## config.mk

```make
export PLATFORM = sky130hd
export DESIGN_NAME = fwft_small_fifo
export DESIGN_NICKNAME = d
export VERILOG_FILES = /design/src/rtl/fwft_small_fifo_pkg.sv /design/src/rtl/fwft_small_fifo.sv
export SDC_FILE = /design/constraint.sdc
export NUM_CORES = 1
export LEC_CHECK = 0
export ABC_AREA = 1
export CAP_MARGIN = 5
export CORE_MARGIN = 10
export CORE_UTILIZATION = 53
export CTS_CLUSTER_SIZE = 28
export DETAILED_ROUTE_END_ITERATION = 7
export GPL_TIMING_DRIVEN = 0
export HOLD_SLACK_MARGIN = 0.1
export PLACE_DENSITY_LB_ADDON = 0.3
export SKIP_CTS_REPAIR_TIMING = 1
export SLEW_MARGIN = 20
export SYNTH_ARGS = -nofsm -noshare
export SYNTH_HDL_FRONTEND = slang
export SYNTH_SLANG_ARGS = --single-unit
```

## constraint.sdc

```tcl
create_clock -name clk -period 7.3 [get_ports clk]
set_input_delay 1.825 -clock clk [delete_from_list [all_inputs] [get_ports clk]]
set_output_delay 1.825 -clock clk [all_outputs]
set_load 0.02 [all_outputs]
```

## src/rtl/fwft_small_fifo_pkg.sv

```systemverilog
// -----------------------------------------------------------------------------
// fwft_small_fifo_pkg
// Shared constants and helpers for the small first-word-fall-through FIFO.
//   DEFAULT_WIDTH          : default data word width (72 bits)
//   DEFAULT_MAX_DEPTH_BITS : default log2 of the FIFO depth (3 -> 8 entries)
//   fifo_depth()           : number of storage entries for a given log2 depth
// -----------------------------------------------------------------------------
package fwft_small_fifo_pkg;

    localparam int DEFAULT_WIDTH          = 72;
    localparam int DEFAULT_MAX_DEPTH_BITS = 3;

    // Depth is always a power of two so the pointers wrap naturally.
    function automatic int fifo_depth(input int depthBits);
        return 1 << depthBits;
    endfunction

endpackage

```

## src/rtl/fwft_small_fifo.sv

```systemverilog
// -----------------------------------------------------------------------------
// fwft_small_fifo
// Small synchronous first-word-fall-through FIFO used as an elastic buffer
// between datapath stages. The head word is always presented on dout while the
// FIFO is non-empty; rd_en acknowledges (pops) it.
//
// Parameters:
//   WIDTH          : data word width
//   MAX_DEPTH_BITS : log2 of the depth (depth = 2**MAX_DEPTH_BITS)
//   NEARLY_FULL    : occupancy at or above which nearly_full asserts
//
// Ports:
//   clk         : sole clock, rising edge
//   reset       : synchronous active-high reset (empties the FIFO)
//   din         : write data
//   wr_en       : push din this cycle
//   rd_en       : pop the current head word this cycle
//   dout        : head word, valid whenever empty = 0
//   full        : occupancy == depth
//   nearly_full : occupancy >= NEARLY_FULL
//   empty       : occupancy == 0
//   overflow    : (only with FWFT_FIFO_ERR_FLAGS_EN) pulse after a dropped write
//   underflow   : (only with FWFT_FIFO_ERR_FLAGS_EN) pulse after a read while empty
//
// Build option: define FWFT_FIFO_ERR_FLAGS_EN to add the overflow/underflow
// outputs. Without it, dropped operations leave no trace.
// -----------------------------------------------------------------------------
module fwft_small_fifo
    import fwft_small_fifo_pkg::*;
#(
    parameter int WIDTH          = DEFAULT_WIDTH,
    parameter int MAX_DEPTH_BITS = DEFAULT_MAX_DEPTH_BITS,
    parameter int NEARLY_FULL    = fifo_depth(MAX_DEPTH_BITS) - 1
) (
    input  logic             clk,
    input  logic             reset,
    input  logic [WIDTH-1:0] din,
    input  logic             wr_en,
    input  logic             rd_en,
    output logic [WIDTH-1:0] dout,
    output logic             full,
    output logic             nearly_full,
`ifdef FWFT_FIFO_ERR_FLAGS_EN
    output logic             overflow,
    output logic             underflow,
`endif
    output logic             empty
);

    localparam int DEPTH = fifo_depth(MAX_DEPTH_BITS);
    localparam logic [MAX_DEPTH_BITS:0]   DEPTH_CNT = (MAX_DEPTH_BITS + 1)'(DEPTH);
    localparam logic [MAX_DEPTH_BITS-1:0] PTR_ONE   = MAX_DEPTH_BITS'(1);
    localparam logic [MAX_DEPTH_BITS:0]   CNT_ONE   = (MAX_DEPTH_BITS + 1)'(1);

    logic [WIDTH-1:0]          mem_q [DEPTH];
    logic [MAX_DEPTH_BITS-1:0] wrPtr_q, wrPtr_d;
    logic [MAX_DEPTH_BITS-1:0] rdPtr_q, rdPtr_d;
    logic [MAX_DEPTH_BITS:0]   count_q, count_d;
    logic                      wrAccept;
    logic                      rdAccept;

    // Status flags are pure decodes of the occupancy counter.
    assign empty       = (count_q == '0);
    assign full        = (count_q == DEPTH_CNT);
    assign nearly_full = (int'(count_q) >= NEARLY_FULL);

    // A write into a full FIFO is still legal when the head is popped in the
    // same cycle, because the slot it frees is the one the write lands in.
    assign rdAccept = rd_en && !empty;
    assign wrAccept = wr_en && (!full || rdAccept);

    // Fall-through: the head entry drives dout with no read latency.
    assign dout = mem_q[rdPtr_q];

    // Next-state for pointers and occupancy; a simultaneous push and pop
    // leaves the count unchanged.
    always_comb begin
        wrPtr_d = wrPtr_q;
        rdPtr_d = rdPtr_q;
        count_d = count_q;
        if (wrAccept) begin
            wrPtr_d = wrPtr_q + PTR_ONE;
        end
        if (rdAccept) begin
            rdPtr_d = rdPtr_q + PTR_ONE;
        end
        case ({wrAccept, rdAccept})
            2'b10:   count_d = count_q + CNT_ONE;
            2'b01:   count_d = count_q - CNT_ONE;
            default: count_d = count_q;
        endcase
    end

    // Control state register; reset discards all contents.
    always_ff @(posedge clk) begin
        if (reset) begin
            wrPtr_q <= '0;
            rdPtr_q <= '0;
            count_q <= '0;
        end else begin
            wrPtr_q <= wrPtr_d;
            rdPtr_q <= rdPtr_d;
            count_q <= count_d;
        end
    end

    // Storage array has no reset; a write presented during reset is ignored.
    always_ff @(posedge clk) begin
        if (wrAccept && !reset) begin
            mem_q[wrPtr_q] <= din;
        end
    end

`ifdef FWFT_FIFO_ERR_FLAGS_EN
    logic overflow_q;
    logic underflow_q;

    // One-cycle pulses flagging operations that were dropped the cycle before.
    always_ff @(posedge clk) begin
        if (reset) begin
            overflow_q  <= 1'b0;
            underflow_q <= 1'b0;
        end else begin
            overflow_q  <= wr_en && full && !rd_en;
            underflow_q <= rd_en && empty;
        end
    end

    assign overflow  = overflow_q;
    assign underflow = underflow_q;
`endif

endmodule

```

## After elaboration in Yosys (flattened, before gate mapping)

Memory sizes are Yosys's and may differ from the RTL's. A register that Yosys moved wholly into a read port is not among the register bits.
Index checks and enable logic that the tools add are counted.
W data, S select, Z words.

| storage, ports and cells | value |
|---|---|
| bits in registers | 10 |
| bits in writable memories | 576 |
| input port bits | 76 |
| output and inout bits | 75 |
| logic and storage cells | 26 |
| memories | 1 |

| operators by class | value |
|---|---|
| add/sub/neg operators | 4 |
| order comparisons | 1 |
| equality and inequality tests | 3 |
| multiplexer cells | 5 |
| reduce and logical (&&, ||, !) cells | 9 |

Memories:

| name | depth | bits a word | read ports | clocked after Yosys merged registers in | write ports | line | RTL |
|---|---|---|---|---|---|---|---|
| mem_q | 8 | 72 | 1 | 1 | 1 | fwft_small_fifo.sv:55 | `logic [WIDTH-1:0] mem_q [DEPTH];` |

Operator list:

| kind | number |
|---|---|
| $pmux W4 S2 | 1 |
| $add A3 B1 Y3 const B | 2 |
| $mux W3 | 2 |
| $add A4 B1 Y4 const B | 1 |
| $eq A4 B4 Y1 const B | 1 |
| $ge A4 B3 Y1 const B | 1 |
| $logic_not A4 Y1 | 1 |
| $sub A4 B1 Y4 const B | 1 |
| $logic_and A1 B1 Y1 | 3 |
| $logic_not A1 Y1 | 3 |
| $eq A2 B1 Y1 const B | 1 |
| $eq A2 B2 Y1 const B | 1 |
| $mux W1 | 2 |
| $reduce_bool A2 Y1 | 1 |
| $logic_or A1 B1 Y1 | 1 |

## Logic depth before layout (Yosys ltp)

| depth | value |
|---|---|
| depth after elaboration | 8 |
| mapped depth | 11 |
| depth with buffers taken out | 11 |

## Worst setup path before layout

Ideal clock, no wire load.

| timing | value |
|---|---|
| path kind | input port to flip-flop |
| start point | in rd_en |
| end point | mem mem_q[4][0] (netlist bit), enable pin |
| library setup time | 591 ps |
| arrival | 7083 ps |
| data required time | 6709 ps |
| setup slack | -374 ps |
| stages | 6 |
| path buffers | 0 |
| path through | inv_1 > nand4_1 > nand2_1 > inv_2 > nand2_1 > nor3_1 |

| between the ends | value |
|---|---|
| cells in the longest elaborated chain, start to end | 6 |

RTL lines:

| item | line | RTL |
|---|---|---|
| start: declaration | fwft_small_fifo.sv:39 | `input logic rd_en,` |
| $logic_and A1 B1 Y1 | fwft_small_fifo.sv:69 | `assign rdAccept = rd_en && !empty;` |
| $logic_or A1 B1 Y1 | fwft_small_fifo.sv:70 | `assign wrAccept = wr_en && (!full \|\| rdAccept);` |
| $logic_and A1 B1 Y1 | fwft_small_fifo.sv:70 |  |
| $logic_and A1 B1 Y1 | fwft_small_fifo.sv:109 | `if (wrAccept && !reset) begin` |
| $mux W1 | fwft_small_fifo.sv:109 |  |
| $mux W1 (implied by the code) | fwft_small_fifo.sv:110 | `mem_q[wrPtr_q] <= din;` |
| end: declaration | fwft_small_fifo.sv:55 |  |

Every way passes these cells.

==> out/metrics.yaml <==
hp-start: "rdPtr_q[0]$_SDFFE_PP0N_"
cts.reportedPaths.clkPinSlew_ns: 0.06
synth_area_leader_cell: "edfxtp_1"
io_pins: 151
drt-initial-drc-count: 1531
ir_drop_v: 0.000185
syn_area_per_cell_um2: 14.7
hold_violations: 0
num_rows: 76
cts.sinks: 589
cp-end-kind: "primary output"
wl_per_cell_um: 22.4
setup_viol: 0
finalMaxSlewViolations: 0
core_mm2: 0.0430
cp_slowest_cell: "clkdlybuf4s50_1"
placed_area_mm2: 0.0259
syn_inst: 1560
reg2reg_to: "mem_q[0][28]$_DFFE_PP_"
cts_root_buf: "clkbuf_16"
grt_pass1_wl_mm: 83.3
r2r_cells: 10
crit_top_cell: "nand2_1"
r2r_setup_slack_ns: 4.61
fin_worst_skew_ns: 0.00953
die_w_um: 228
ys_dominant_reg_cell: "edfxtp_1"
path_cells: "buf_2, buf_4, clkbuf_1, o21ai_0, o22ai_1, nand2_1, nand2_1, clkdlybuf4s50_1"
viasPerCell: 5.74
multiInputGateArea_mm2: 0.00482
cts_buffer_depth: 3
drive_above_1_share_pct: 9.88
powerDensity_mw_per_mm2: 340
antenna_found_initial: 4
max_cap_viol_count: 0
tritoncts: "built"
min_path_cells: 1
cp.required_ns: 5.48
period_share_pct: 68.9
leakage_uw: 0.00926
yosys.area.top_type_share_pct: 75.3
slew_headroom_pct: 40.2
cts_buffers: 56
start_util_pct: 53.4
drt_drc_violations_left: 0
critPathTopFamily: "buffers and inverters"
start_kind: "register"
ys_ff_latch: 589
clk_latency_ns: 0.59
yosysMostFrequentCell: "edfxtp_1"
rsz0062_at_grt: "false"
cp.arrival_ns: 3.20
ys_seq_area_share_pct: 76.4
post-dp-hpwl_mm: 35.8
critical_path_buf_inv_count: 4
worst_slew_pin_slew_ns: 0.897
reg2reg_from: "count_q[2]$_SDFFE_PP0P_"
vias: 14100
cp_slowest_stage_delay_ns: 0.63
synthArstFlopShare_pct: 0
yosys-top-cells-count: "edfxtp_1, nand2_1, nor2_1"
seqCellArea_mm2: 0.0176
ys_types: 27
grt_max_degree: 25
syn-num-nets: 1641
place.gp.congestion: 0.761
fill_cells: 3067
fin_nets: 1899
dr.pass1.iters: 7
synth_enable_flop_cells: 576
outcome: "finished clean"
path_class: "register to primary output"
min_path_type: "register to register"
dieHeight_um: 228
critPathMaxFanout: 10
diodes: 0
design_area_mm2: 0.0276
synth_area_leaders: "edfxtp_1, mux2i_1, o22ai_1"
fin_crit_ns: 5.03
wl_mm: 54.7
overflow: 0
syn2layout_area_growth_pct: 20.0
final_antenna_net_count: 0
grt_pass1_vias: 14200
total_power_uw: 9370
fin_util_pct: 64.1
place.port_buffers: 150
grt_usage_pct: 20.5
yosysWarnings: 0
htreeDepth: 2
synth_area_mm2: 0.0230
dieArea_mm2: 0.0521
fmax_mhz: 199
## stage by stage
stage | cells | setup slack [ns] | TNS, ns | hold slack (ns)
after floorplan | 1560 | -0.374 | -107.70 | 0.433
after global placement | 2295 | -5.24 | -1908.85 | 0.453
after detailed placement | 2345 | 2.76 | 0 | 0.466
after CTS | 2448 | 2.24 | 0 | 0.479
after global routing | 2448 | 2.11 | 0 | 0.518
final | 2448 | 2.27 | 0 | 0.488
## layout make-up
| type | count | share of cell area, % |
|---|---|---|
| flip-flops and latches | 589 | 63.7 |
| multi-input cells | 860 | 17.5 |
| repair buffers | 200 | 7.65 |
| clock buffers | 72 | 5.41 |
| well taps | 585 | 2.65 |
| plain buffers | 94 | 2.05 |
| clock inverters | 31 | 0.794 |
| inverters | 17 | 0.250 |
## sequential cells by signal, indices dropped and copies added, names as in the netlist, named ones only
register and flops:
rdPtr_q 3, count_q 4, wrPtr_q 3, mem_q 576
## per-layer routing
layer | wire, µm | vias to the layer above | part of all wire (%) | track usage [%]
met5 | 53 | - | 0.097 | 0
met4 | 1200 | 8 | 2.2 | 5.87
met3 | 4270 | 91 | 7.8 | 4.26
met2 | 27200 | 547 | 50 | 34.3
met1 | 22000 | 7028 | 40 | 26.7
li1 | - | 6384 | - | -
## logic make-up after synthesis
family	Yosys count	synth area share (%)
compound gates	303	7.40
xor+xnor	2	0.0763
fa+ha+maj	5	0.305
buf+inv	111	2.76
flops	589	76.4
mux	144	6.28
simple gates	406	6.73
## cells in the final DEF (no fill, tap or decap), types with 6 or more instances in the layout
| master | synthesis | final |
|---|---|---|
| o22ai_1 | 144 | 144 |
| nand2_1 | 235 | 235 |
| clkbuf_16 | 0 | 57 |
| buf_4 | 2 | 31 |
| buf_1 | 6 | 6 |
| inv_1 | 12 | 12 |
| mux2i_1 | 144 | 144 |
| buf_12 | 3 | 9 |
| a21oi_1 | 10 | 10 |
| clkdlybuf4s50_1 | 0 | 150 |
| clkinv_1 | 1 | 17 |
| nor2_1 | 155 | 151 |
| clkinv_2 | 0 | 9 |
| clkbuf_1 | 40 | 54 |
| buf_6 | 10 | 18 |
| o21ai_0 | 146 | 146 |
| dfxtp_1 | 13 | 13 |
| buf_16 | 0 | 6 |
| edfxtp_1 | 576 | 576 |
| nand3_1 | 11 | 11 |
| buf_2 | 29 | 29 |
## power breakdown
part,leakage (µW),switching (µW),total [µW],internal [µW]
clock,0.000833,1190,2730,1540
sequential,0.00531,35.6,3840,3810
combinational,0.00312,1730,2800,1070
total,0.00926,2960,9370,6410
## worst max path at each step
stage,depth (start not counted),slack (ns),start,end
detailed placement,11,2.76,rd_en,mem_q[0][30]$_DFFE_PP_
global placement,7,-5.24,rd_en,mem_q[0][25]$_DFFE_PP_
CTS,7,2.24,register,dout[55]
floorplan,6,-0.37,rd_en,mem_q[4][0]$_DFFE_PP_
global route,8,2.11,register,dout[21]
finish,8,2.27,register,dout[19]
## worst reg2reg max path, cell delays in order (launching register included)
cell     delay, ns
dfxtp_1       0.42
inv_1         0.09
nand4_1       0.09
nand2_1       0.14
inv_2         0.11
nand2_1       0.15
nor3_2        0.52
buf_6         0.23
buf_4         0.21
buf_4         0.24
buf_4         0.21
No activity file was read; power rests on OpenSTA's default activity.
